===== config.mk =====
export PLATFORM = sky130hd
export DESIGN_NAME = fe_dispatch_unit
export DESIGN_NICKNAME = d
export VERILOG_FILES = /design/src/rtl/pkg_dtypes.sv /design/src/rtl/fe_dispatch_euidx_alloc.sv /design/src/rtl/fe_dispatch_unit.sv
export SDC_FILE = /design/constraint.sdc
export NUM_CORES = 1
export LEC_CHECK = 0
export ABC_AREA = 1
export BUFFER_PORTS_ARGS = -buffer_cell sky130_fd_sc_hd__buf_2
export CAP_MARGIN = 25
export CORE_UTILIZATION = 30
export DETAILED_ROUTE_END_ITERATION = 10
export PLACE_DENSITY = 0.6
export SLEW_MARGIN = 20
export SYNTH_ARGS = -nofsm -noshare
export SYNTH_HDL_FRONTEND = slang
export SYNTH_SLANG_ARGS = --single-unit

===== constraint.sdc =====
create_clock -name clk -period 5.1 [get_ports clk]
set_clock_uncertainty 0.1 [all_clocks]
set_input_delay 0.51 -clock clk [delete_from_list [all_inputs] [get_ports clk]]
set_output_delay 0.51 -clock clk [all_outputs]
set_load 0.005 [all_outputs]

===== src/rtl/pkg_dtypes.sv =====
// Shared front-end datatypes: issue-queue entry, EU index width and the
// dispatch-stage state/debug types.
package pkg_dtypes;

  localparam int NUM_PARALLEL_INSTR_DISPATCHES = 4;
  localparam int LOG2_NUM_EXEC_UNITS           = 2;
  localparam int NUM_EXEC_UNITS                = 2 ** LOG2_NUM_EXEC_UNITS;

  typedef logic [LOG2_NUM_EXEC_UNITS-1:0] type_euidx;

  typedef struct packed {
    logic [7:0] opcode;
    logic [5:0] dst_tag;
    logic [5:0] src1_tag;
    logic [5:0] src2_tag;
  } type_iqueue_entry;

  typedef enum logic {
    ST_IDLE     = 1'b0,
    ST_DISPATCH = 1'b1
  } type_dispatch_state;

  typedef struct packed {
    type_dispatch_state state;
    type_euidx          rr_ptr;
  } type_dispatch_dbg;

endpackage


===== src/rtl/fe_dispatch_euidx_alloc.sv =====
// Round-robin EU allocation for one batch: lane i gets rr_ptr plus the number
// of valid lanes below it, wrapping at the EU count.
module fe_dispatch_euidx_alloc
  import pkg_dtypes::*;
(
  input  logic [NUM_PARALLEL_INSTR_DISPATCHES-1:0]      lane_valid,
  input  type_euidx                                     rr_ptr,
  output type_euidx [NUM_PARALLEL_INSTR_DISPATCHES-1:0] euidx,
  output type_euidx                                     rr_ptr_next
);

  type_euidx acc;

  // Accumulating in the narrow index type gives the modulo wrap for free.
  always_comb begin
    euidx       = '0;
    acc         = rr_ptr;
    for (int i = 0; i < NUM_PARALLEL_INSTR_DISPATCHES; i++) begin
      euidx[i] = acc;
      acc      = acc + type_euidx'(lane_valid[i]);
    end
    rr_ptr_next = acc;
  end

endmodule


===== src/rtl/fe_dispatch_unit.sv =====
// Dispatch stage: captures a renamed batch, assigns EUs round-robin and holds
// refused lanes on the registered dispatch bus until every lane is taken.
module fe_dispatch_unit
  import pkg_dtypes::*;
(
  input  logic                                                 clk,
  input  logic                                                 reset,
  input  type_iqueue_entry [NUM_PARALLEL_INSTR_DISPATCHES-1:0] batch_instr_i,
  input  logic [NUM_PARALLEL_INSTR_DISPATCHES-1:0]             batch_lane_valid_i,
  input  logic                                                 batch_valid_i,
  output logic                                                 batch_ready_o,
  input  logic                                                 flush_i,
  output type_iqueue_entry [NUM_PARALLEL_INSTR_DISPATCHES-1:0] dispatched_instr_o,
  output logic [NUM_PARALLEL_INSTR_DISPATCHES-1:0]             dispatched_instr_valid_o,
  output type_euidx [NUM_PARALLEL_INSTR_DISPATCHES-1:0]        dispatched_instr_alloc_euidx_o,
  input  logic [NUM_EXEC_UNITS-1:0]                            eu_full_i,
  output logic [15:0]                                          stall_cycles_o,
  output type_dispatch_dbg                                     dbg_o
);

  localparam int N = NUM_PARALLEL_INSTR_DISPATCHES;

  type_dispatch_state     state_q;
  type_euidx              rr_ptr_q;
  type_euidx              rr_ptr_next;
  type_euidx [N-1:0]      alloc_euidx;
  logic      [N-1:0]      pending_next;
  logic                   capture;

  fe_dispatch_euidx_alloc u_alloc (
    .lane_valid  (batch_lane_valid_i),
    .rr_ptr      (rr_ptr_q),
    .euidx       (alloc_euidx),
    .rr_ptr_next (rr_ptr_next)
  );

  // A lane stays pending only if the EU it was bound to reports full now.
  always_comb begin
    pending_next = '0;
    for (int i = 0; i < N; i++) begin
      pending_next[i] = dispatched_instr_valid_o[i]
                        & eu_full_i[dispatched_instr_alloc_euidx_o[i]];
    end
  end

  // Handshake: a batch is taken at the rising edge where batch_valid_i and
  // batch_ready_o are both high. Ready depends only on state, eu_full_i and
  // flush_i, so it may rise in the cycle the last held lane drains, and a
  // flush cycle never takes a new batch.
  assign batch_ready_o = ~flush_i & ((state_q == ST_IDLE) | (pending_next == '0));
  assign capture       = batch_valid_i & batch_ready_o;

  assign dbg_o.state  = state_q;
  assign dbg_o.rr_ptr = rr_ptr_q;

  always_ff @(posedge clk or posedge reset) begin
    if (reset) begin
      state_q                        <= ST_IDLE;
      rr_ptr_q                       <= '0;
      stall_cycles_o                 <= '0;
      dispatched_instr_valid_o       <= '0;
      dispatched_instr_o             <= '0;
      dispatched_instr_alloc_euidx_o <= '0;
    end else begin
      if ((state_q == ST_DISPATCH) && (pending_next != '0) && (stall_cycles_o != 16'hFFFF)) begin
        stall_cycles_o <= stall_cycles_o + 16'd1;
      end

      if (flush_i) begin
        state_q                        <= ST_IDLE;
        dispatched_instr_valid_o       <= '0;
        dispatched_instr_o             <= '0;
        dispatched_instr_alloc_euidx_o <= '0;
      end else if (capture) begin
        // An all-invalid batch is consumed without a bus cycle or pointer move.
        if (|batch_lane_valid_i) begin
          state_q  <= ST_DISPATCH;
          rr_ptr_q <= rr_ptr_next;
        end else begin
          state_q  <= ST_IDLE;
        end
        dispatched_instr_valid_o <= batch_lane_valid_i;
        for (int i = 0; i < N; i++) begin
          dispatched_instr_o[i]             <= batch_lane_valid_i[i] ? batch_instr_i[i] : '0;
          dispatched_instr_alloc_euidx_o[i] <= batch_lane_valid_i[i] ? alloc_euidx[i] : '0;
        end
      end else begin
        state_q                  <= (pending_next != '0) ? ST_DISPATCH : ST_IDLE;
        dispatched_instr_valid_o <= pending_next;
        for (int i = 0; i < N; i++) begin
          if (!pending_next[i]) begin
            dispatched_instr_o[i]             <= '0;
            dispatched_instr_alloc_euidx_o[i] <= '0;
          end
        end
      end
    end
  end

endmodule


# Word-level counts from Yosys, hierarchy flattened
# Cells that the tools add are included.
# totals
wordCells,87
inputBits,116
ff_bits,135
out_inout_bits,136
# op_classes
magnitude_cmp,4
reduce_logical,6
n_eq_ne,5
n_mux,34
bitwise_logic,9
addsub,5
# ops
cell,n
$mux 104,2
$mux 26,8
$add 16x1->16 const B,1
$mux 2,8
$mux 8,2
$ne 16x16->1 const B,1
$lt 2x3->1 const B,4
$ne 3x2->1 const B,4
$add 2x1->2,4
$bmux 1 s2,4
$mux 1,8
$mux 4,2
$and 1x1->1,6
$logic_not 4->1,1
$reduce_bool 4->1,1
$reduce_or 4->1,1
$reduce_and 3->1,1
$logic_and 1x1->1,2
$not 1->1,2
$or 1x1->1,1

# Depth between registers and ports, before layout
# Gate-level depths: netlist (run 1).
# depth
depth_word,9
ltp_mapped,14
ltp_nobuf,13

# By module
# A second synthesis (run 1) with hierarchy kept.
# hier_totals
hier_cells,749
area_unflattened_um2,6520.0
# modules_own_cells
mod,cells_each,area_per_inst_um2,seq_area_each_um2,n_inst
fe_dispatch_unit,720,6332.3,3378.2,1
fe_dispatch_euidx_alloc,29,187.7,0.0,1

# Worst setup path before layout (run 1)
# No wires, ideal clock.
# synth_timing
kind,in2out
startpoint,in eu_full_i[3]
endpoint,out batch_ready_o
arrival_ns,1.383
cell_stages,10
t_required_ns,4.490
n_path_buf,1
path_slack_ns,3.107
path_cell_list,clkinv_1 > nand2_1 > nand3_1 > nand2_1 > nand2_1 > nand2_2 > nor2_2 > nor2_4 > nor2_8 > buf_2
# synth_between
elab_chain_cells,6
word_cells_on_any_way,15
classes_between,mux (8); bitwise (6); reduce/logical (1)
# synth_rtl
element,line,text
start: declaration,fe_dispatch_unit.sv:16,"input logic [NUM_EXEC_UNITS-1:0] eu_full_i,"
$bmux 1 s2,fe_dispatch_unit.sv:42,& eu_full_i[dispatched_instr_alloc_euidx_o[i]];
$mux 1 (implied by the code),fe_dispatch_unit.sv:42,
$and 1x1->1,fe_dispatch_unit.sv:42,
$logic_not 4->1 (*),fe_dispatch_unit.sv:50,assign batch_ready_o = ~flush_i & ((state_q == ST_IDLE) | (pending_next == '0));
$or 1x1->1 (*),fe_dispatch_unit.sv:50,
$and 1x1->1 (*),fe_dispatch_unit.sv:50,
end: declaration,fe_dispatch_unit.sv:11,"output logic batch_ready_o,"
# Every way passes the cells marked *; elsewhere a longest branch is shown, timed or not. The select of a mux whose other input is x is not followed.

# Final worst setup path (run 1)
# layout_timing
startpoint,reg dispatched_instr_alloc_euidx_o[2] (netlist name)
endpoint,out batch_ready_o
# layout_between
elab_chain_cells,6
# layout_rtl
element,line,text
start: declaration,fe_dispatch_unit.sv:15,"output type_euidx [NUM_PARALLEL_INSTR_DISPATCHES-1:0] dispatched_instr_alloc_euidx_o,"
start signal: indexed assignment,fe_dispatch_unit.sv:85,dispatched_instr_alloc_euidx_o[i] <= batch_lane_valid_i[i] ? alloc_euidx[i] : '0;
$bmux 1 s2,fe_dispatch_unit.sv:42,
$mux 1 (implied by the code),fe_dispatch_unit.sv:42,
$and 1x1->1,fe_dispatch_unit.sv:42,
$logic_not 4->1,fe_dispatch_unit.sv:50,
$or 1x1->1,fe_dispatch_unit.sv:50,
$and 1x1->1,fe_dispatch_unit.sv:50,
# No other way between the ends. The select of a mux whose other input is x is not followed.

==> reports/metrics.csv, run 1 <==
metric;value;unit
Final Hold Vio Count;0;
DRT Pass-1 Iters;4;
Adder-Cell Fraction of Synth Area;0.961;%
crit-path cells;inv_1 -> nand2_1 -> nand3_1 -> nand2_1 -> nand2_1 -> nand2_2 -> nor2_2 -> nor2_4 -> nor2_8 -> buf_2;
internal power;2.09;mW
worst flop-to-flop path startpoint;dispatched_instr_alloc_euidx_o[2];
cts hold-fix bufs;0;
Synth Warn #;0;
Tightest Pin Transition;0.844;ns
routed len/inst;16.0;um
Yosys cell types;32;
Top Ports;252;
Hold Path Class;input port to async pin;
Fill cells;2176;
post-route setup TNS;0;ns
final max-slew violation count;0;
CTS Sinks;135;
clock buffer depth;2;
Buffers on Ports;251;
initial antenna violation count;0;
xor-xnor portion of the synthesized cell area;1.61;%
RSZ-0062 raised after global routing;no;
syn_nets;861;
Worst Setup SP;dispatched_instr_alloc_euidx_o[2];
core box area;21200;um^2
EDFF count, synth;0;
TritonCTS Buffers;17;
first-pass GRT wire length;31.8;mm
area of the multi-input gates;2660;um^2
Gate power share;17.2;%
hpwl dp;13.0;mm
routability congestion estimate from global placement;0.829;
largest family of logic cells by synthesized area;simple AND/OR/NAND/NOR gates;
synthesized area;6510;um^2
die width;149;um
Residual DRC;0;
syn_area_per_cell;8.80;um^2
Net Sw Frac;29.5;%
asr flop ratio synth;100;%
CP dominant cell by count;nand2_1;
Top FF cell, synth;dfrtp_1;
Worst EP required;4.49;ns
Worst Setup Start Kind;register;
Peak supply drop;0.000204;V
Total GRT Usage;18.2;%
Gate Count Post-Synth;740;
Place WS;2.07;ns
post-CTS setup buffers;0;
Max-Slew Margin vs Limit;43.7;%
Sw Pwr;0.873;mW
clock transition at the registers of the reported paths;0.06;ns
Critical Path Max Stage Delay;0.62;ns
fraction of layout cells with a size suffix above 1;34.1;%
status;finished, final reports clean;
# diodes;0;
Via density;4.96;
Reg power frac;41.4;%
maximum fanout along the worst path;57;
largest net degree at the start of global routing;101;
Max Clk Rate;0.323;GHz
die height;149;um
area share of and/or/nand/nor cells after synthesis;36.3;%
Area growth, synth to finish;30.5;%
Reg area;3380;um^2
Crit. End Element;output pin;
placed cell area;7860;um^2
Antenna Nets Post-Route;0;
leak pwr;4.73;nW
via count;6155;
Routed WL;19.9;mm
critical path arrival;2.48;ns
CP Class;register to output pin;
CTS resizes;0;
setup violators final;0;
CTS H-tree depth;4;
Layout Utilization;40.2;%
CTS tree;built;
CTS root buf;clkbuf_16;
initial drt markers;343;
Initial Util;30.8;%
sequential cell area fraction in the yosys report;51.9;%
slowest CP cell;nor2_8;
post-synthesis mux area share;0;%
worst skew pair latency;0.41;ns
nets;1074;
grt total ovfl;0;
max cap viols;0;
die area;22300;um^2
pwr dens;348;nW/um^2
row count;53;
clock share of power;41.4;%
setup slack after layout;2.01;ns
Hold WS;0.0766;ns
vias in the first global route;5958;
post-route design area;8500;um^2
Tmin final;3.09;ns
Synth Area in Compound Gates;1.50;%
Seq cells post-synth;135;
final period utilization;60.6;%
[path summary, 6_finish.rpt]
path | slack (ns) | depth (start not counted) | endpoint
max | 2.01 | 10 | batch_ready_o
min | 0.08 | 2 | stall_cycles_o[0]
max reg2reg | 2.31 | 11 | dispatched_instr_o[57]
min reg2reg | 0.40 | 2 | dispatched_instr_o[23]
max in group asynchronous | 3.88 | 3 | dispatched_instr_o[63]
min in group clk | 0.24 | 3 | dispatched_instr_o[11]
[synth_stat cells, drive strengths merged, types with 5 or more instances]
cell type  count  area (um^2)
buf           40          260
nand2        186          703
inv           38          143
nand4        110          688
nand3        140          801
xor2          10         87.6
nor2          14         78.8
dfrtp        135         3380
o21ai         15         78.8
clkbuf        27          101
nor3           9         55.1
ha             5         62.6
[final cells by class]
type                       instances  share of cell area (%)
sequential                       135                    39.7
multi-input combinational        499                    31.3
timing repair buffer             261                    16.3
clock buffer                      21                    5.42
tap                              275                    4.05
inverter                          39                    1.78
clock inverter                    10                    1.43
[stage by stage]
stage | instances | total power, mW
after floorplan | 740 | 1.54
after global placement | 1207 | 1.75
after detailed placement | 1207 | 1.76
after CTS | 1238 | 3.00
after global routing | 1240 | 3.13
final | 1240 | 2.96
[layout by cell type (no fill, tap or decap), types with 3 or more instances in the layout]
master and count:
buf_2 250, nor3_1 7, inv_2 4, nand2_1 184, nand4_1 110, clkinvlp_4 4, xor2_1 10, o21ai_0 6
nand3_1 119, inv_1 33, nor2_1 7, dfrtp_1 135, clkbuf_16 17, nor2_2 3, o21ai_1 8, buf_4 8
ha_1 5, nand3_2 20, nor2_4 3, inv_6 3
[power groups by stage]
| stage | clock network (mW) | logic (mW) | registers (mW) |
|---|---|---|---|
| 2_1_floorplan | 0 | 0.307 | 1.24 |
| 6_report | 1.23 | 0.510 | 1.23 |
| 5_1_grt | 1.31 | 0.581 | 1.24 |
| 4_1_cts | 1.25 | 0.514 | 1.23 |
| 3_3_place_gp | 0 | 0.506 | 1.25 |
| 3_5_place_dp | 0 | 0.513 | 1.25 |
[sequential cells by signal (all words and copies together), names as in the netlist]
name	flops
rr_ptr_q	2
dispatched_instr_valid_o	4
state_q	1
stall_cycles_o	16
dispatched_instr_o	104
dispatched_instr_alloc_euidx_o	8
[layer usage]
metal	up-vias	part of all wire [%]	global-route usage (%)	wire length, um
met5	-	0	0	0
met4	0	1.5	5.82	301
met3	18	5.4	4.86	1080
met2	186	47	28.2	9360
met1	2972	46	24.7	9170
li1	2979	-	-	-
[worst max-delay path, delay by kind of cell, from the launching register on]
family                 cells  cell delay (ns)
buffers and inverters      2             0.34
AND/OR/NAND/NOR            8             1.25
flip-flops                 1             0.45
[logic make-up after synthesis]
family	Yosys count
compound gates	18
xor+xnor	12
fa+ha+maj	5
buf+inv	106
flops	135
simple gates	464
Power figures use the tool's default switching activity.
==> run 2: changes to the inputs <==
Settings changed: PLACE_DENSITY 0.6 to 0.62.
Clock period 5.1 ns to 2.7 ns, I/O delays scaled along.
==> run 2 against run 1 <==
  * The run now ends with negative hold slack left
  * Cell count rose by 8.8%
  * Via count rose by 8.3%
  * Design area rose by 13%
  * Die area did not move
  * Sequential cell count did not move
  * Power rose by 98%
  * Global-route usage rose by 1.1 points
  * Clock power rose by 100%
  * Non-clock buffer count rose by 107
  * Largest cell class unchanged
  * Largest power group is now the clock network
  * Highest routed layer is now met5
==> reports/metrics.csv, run 2 (synthesis gave the netlist of run 1 again) <==
metric;value;unit
fraction of layout cells with a size suffix above 1;31.7;%
Worst Setup Start Kind;register;
Via density;4.94;
CTS resizes;0;
Residual DRC;0;
failing checks;negative hold slack;
CP dominant cell by count;nand2_1;
commonest non-fill, non-tap cell in the layout;buf_2;
initial antenna violation count;2;
Tmin final;2.32;ns
final non-filler cell total;1349;
DRT Pass-1 Iters;5;
Worst EP required;2.33;ns
first-pass GRT wire length;33.7;mm
Crit. End Element;output pin;
die width;149;um
clock buffer depth;2;
Top Ports;252;
r2r setup slk;0.47;ns
Max Clk Rate;0.432;GHz
Total GRT Usage;19.3;%
Initial Util;30.8;%
status;complete, but fails checks;
hpwl dp;13.2;mm
RSZ-0062 raised after global routing;no;
grt total ovfl;0;
Tightest Pin Transition;0.833;ns
number of flip-flops in the largest register;104;
slowest CP cell;dfrtp_1;
final period utilization;85.8;%
most frequent cells in the layout;buf_2, nand2_1, dfrtp_1;
die height;149;um
Buffers on Ports;251;
Critical Path Max Stage Delay;0.45;ns
Top Registers;dispatched_instr_o (104), stall_cycles_o (16), dispatched_instr_alloc_euidx_o (8);
Fill cells;2047;
CP Class;register to output pin;
Max-Slew Margin vs Limit;44.5;%
leak pwr;5.21;nW
max cap viols;0;
Most flops, register;dispatched_instr_o;
largest net degree at the start of global routing;136;
post-route setup TNS;0;ns
Antenna Nets Post-Route;0;
CP top delay family;simple AND/OR/NAND/NOR gates;
row count;53;
crit-path cells;inv_1 -> nand2_1 -> nand3b_1 -> nand2_1 -> nand2_1 -> nand2_2 -> nor2_2 -> nor2_4 -> nor2_8 -> buf_2;
CTS Sinks;135;
initial drt markers;302;
Final Hold Vio Count;44;
TritonCTS Buffers;17;
setup violators final;0;
Hold Path Class;input port to async pin;
final max-slew violation count;0;
Peak supply drop;0.000346;V
CTS tree;built;
clock transition at the registers of the reported paths;0.06;ns
placed cell count;1217;
via count;6668;
CTS H-tree depth;4;
Place WS;0.506;ns
CTS root buf;clkbuf_16;
routability congestion estimate from global placement;0.820;
worst skew pair latency;0.42;ns
vias in the first global route;6579;
setup slack after layout;0.383;ns
Hold WS;-0.116;ns
pwr dens;611;nW/um^2
die area;22300;um^2
Routed WL;21.0;mm
Area growth, synth to finish;47.6;%
core box area;21200;um^2
nets;1181;
Worst Path Buf+Inv;2;
critical path arrival;1.95;ns
maximum fanout along the worst path;14;
routed len/inst;15.6;um
## run 2: cell types whose count changed in the layout (fill, tap and decap cells not counted), moves of 2 or more
cell	before	now
clkbuf_1	2	0
buf_16	2	0
buf_12	1	6
buf_4	8	13
dlygate4sd3_1	0	99
## run 2: timing repair
action,4_1_cts,5_1_grt
endpoints found under the hold margin,99,0
hold buffers,99,0
buffers inserted,0,0
## run 2: worst register-to-register path, delay by kind of cell, from the launching register on
family,cells,cell delay (ns)
AO/OA/AOI/OAI,1,0.18
buffers and inverters,3,0.58
AND/OR/NAND/NOR,8,0.82
flip-flops,1,0.45
## run 2: layout make-up
class	instances	area (um^2)	area share, %
clock buffers	19	453	4.71
repair buffers	368	2460	25.6
clock inverters	13	168	1.74
diodes	1	2.50	0.0260
multi-input cells	499	2650	27.6
well taps	275	344	3.58
inverters	39	150	1.56
flip-flops and latches	135	3380	35.2
## run 2: path summary, 6_finish.rpt
check	start	end	depth (start not counted)
worst max-delay path	dispatched_instr_alloc_euidx_o[4]	batch_ready_o	10
worst min-delay path	reset	dispatched_instr_o[27]	3
worst max register to register	dispatched_instr_alloc_euidx_o[4]	dispatched_instr_o[76]	12
worst min register to register	dispatched_instr_o[19]	dispatched_instr_o[19]	2
max in group asynchronous	reset	stall_cycles_o[15]	3
min in group clk	batch_instr_i[65]	dispatched_instr_o[65]	3
## run 2: per-stage QoR
stage | hold WS (ns) | cell area [um^2] | total power [mW] | util (%)
3_3_place_gp | 0.386 | 8000 | 3.33 | 37.8
5_1_grt | 0.0120 | 9610 | 6.20 | 45.4
3_5_place_dp | 0.390 | 8000 | 3.34 | 37.8
6_report | -0.116 | 9610 | 5.87 | 45.4
2_1_floorplan | 0.317 | 6520 | 2.92 | -
4_1_cts | 0.000569 | 9610 | 5.96 | 45.4
## run 2: routing by layer
layer | global-route usage, % | wire length [um] | vias to the layer above
met5 | 0 | 13 | -
met4 | 8.72 | 712 | 2
met3 | 5.50 | 1340 | 41
met2 | 30.7 | 9990 | 239
met1 | 24.2 | 8930 | 3202
li1 | - | - | 3184
## run 2: power breakdown
group | total, mW | internal, mW | leakage [nW] | switching [mW]
clock network | 2.46 | 1.51 | 0.301 | 0.946
logic | 1.09 | 0.473 | 3.08 | 0.618
registers | 2.32 | 2.17 | 1.84 | 0.147
total | 5.87 | 4.16 | 5.21 | 1.71
==> run 3: changes to the inputs <==
Settings changed: BUFFER_PORTS_ARGS -buffer_cell sky130_fd_sc_hd__buf_2 to -buffer_cell sky130_fd_sc_hd__clkbuf_2, CORE_ASPECT_RATIO set to 1.5, MAX_ROUTING_LAYER set to met4.
==> run 3 against run 2 <==
  * The run now ends clean
  * Register-to-register slack gained 0.02 ns
  * Combinational power is essentially flat
  * Global-route usage grew 1.2 points
  * Sequential cell count is the same
  * Sequential share of layout area shrank 0.20 points
  * Design area grew 0.56%
==> reports/metrics.csv, run 3 (synthesis gave the netlist of run 1 again) <==
metric;value;unit
status;finished, final reports clean;
Total GRT Usage;20.5;%
RSZ-0062 raised after global routing;no;
CTS Sinks;135;
maximum fanout along the worst path;24;
fraction of layout cells with a size suffix above 1;31.4;%
Buffers on Ports;251;
Tmin final;2.45;ns
final max-slew violation count;0;
Top Registers;dispatched_instr_o (104), stall_cycles_o (16), dispatched_instr_alloc_euidx_o (8);
clock buffer depth;2;
final non-filler cell total;1348;
post-CTS setup buffers;0;
row count;65;
commonest non-fill, non-tap cell in the layout;clkbuf_2;
Top Ports;252;
critical path arrival;2.08;ns
Worst Setup Start Kind;register;
total power draw;5.88;mW
die width;122;um
initial drt markers;452;
Most flops, register;dispatched_instr_o;
die height;182;um
Via density;5.06;
setup violators final;0;
Max Clk Rate;0.407;GHz
Hold Path Class;input port to register;
Worst EP required;2.33;ns
post-route design area;9660;um^2
final period utilization;90.9;%
grt total ovfl;0;
CTS H-tree depth;4;
Layout Utilization;45.7;%
clock transition at the registers of the reported paths;0.06;ns
CTS resizes;0;
nets;1188;
Initial Util;30.8;%
routed len/inst;16.0;um
placed cell count;1212;
setup slack after layout;0.245;ns
post-route setup TNS;0;ns
Residual DRC;0;
Area growth, synth to finish;48.4;%
largest net degree at the start of global routing;85;
max cap viols;0;
Crit. End Element;output pin;
CTS tree;built;
DRT Pass-1 Iters;5;
placed cell area;8000;um^2
# diodes;0;
most frequent cells in the layout;clkbuf_2, nand2_1, dfrtp_1;
core box area;21100;um^2
Hold WS;0.0337;ns
initial antenna violation count;0;
Tightest Pin Transition;0.488;ns
number of flip-flops in the largest register;104;
CTS root buf;clkbuf_16;
TritonCTS Buffers;17;
leak pwr;5.17;nW
worst skew pair latency;0.42;ns
Final Hold Vio Count;0;
Place WS;0.467;ns
cts hold-fix bufs;104;
die area;22300;um^2
Antenna Nets Post-Route;0;
first-pass GRT wire length;34.4;mm
via count;6823;
Routed WL;21.6;mm
pwr dens;608;nW/um^2
CP Class;register to output pin;
routability congestion estimate from global placement;0.840;
vias in the first global route;6788;
hpwl dp;13.8;mm
Max-Slew Margin vs Limit;67.4;%
Peak supply drop;0.000388;V
[run 3: changes by cell type in the layout (fill, tap and decap cells not counted)]
cell,delta
clkbuf_1,+3
clkbuf_8,+3
buf_2,-250
clkbuf_2,+250
inv_6,-4
buf_4,+2
clkinv_4,-2
diode_2,-1
dlygate4sd3_1,+5
[run 3: worst paths after layout]
path	cells after the start	slack, ns	from	end
min reg2reg	2	0.40	dispatched_instr_o[81]	dispatched_instr_o[81]
min	3	0.03	batch_instr_i[16]	dispatched_instr_o[16]
max in group asynchronous	4	1.60	reset	dispatched_instr_o[93]
max	10	0.25	dispatched_instr_alloc_euidx_o[2]	batch_ready_o
min in group asynchronous	3	0.28	reset	dispatched_instr_o[24]
max reg2reg	10	0.49	stall_cycles_o[1]	stall_cycles_o[12]
[run 3: final cells by class]
| type | instances | area [um^2] |
|---|---|---|
| multi-input cells | 499 | 2650 |
| clock buffers | 25 | 505 |
| repair buffers | 375 | 2520 |
| well taps | 268 | 335 |
| fillers | 1996 | 11500 |
| clock inverters | 7 | 115 |
| flip-flops and latches | 135 | 3380 |
| inverters | 39 | 150 |
[run 3: report_power, final]
| part | switching, mW | total (mW) | internal [mW] |
|---|---|---|---|
| registers | 0.151 | 2.32 | 2.17 |
| logic | 0.636 | 1.11 | 0.479 |
| clock network | 0.867 | 2.44 | 1.57 |
| total | 1.65 | 5.88 | 4.22 |
[run 3: metal layers]
layer	part of all wire (%)	global-route usage (%)
met3	5.1	4.38
met5	0	-
met4	4.2	11.3
met1	40	23.6
met2	51	32.8
[run 3: critical path, cell delays in order (launching register included)]
cell and delay (ns):
dfrtp_1 0.41, inv_1 0.09, nand2_1 0.05, nand3_1 0.06, nand2_1 0.06, nand2_1 0.13, nand2_2 0.10, nor2_2 0.16
nor2_4 0.07, nor2_8 0.33, clkbuf_2 0.20
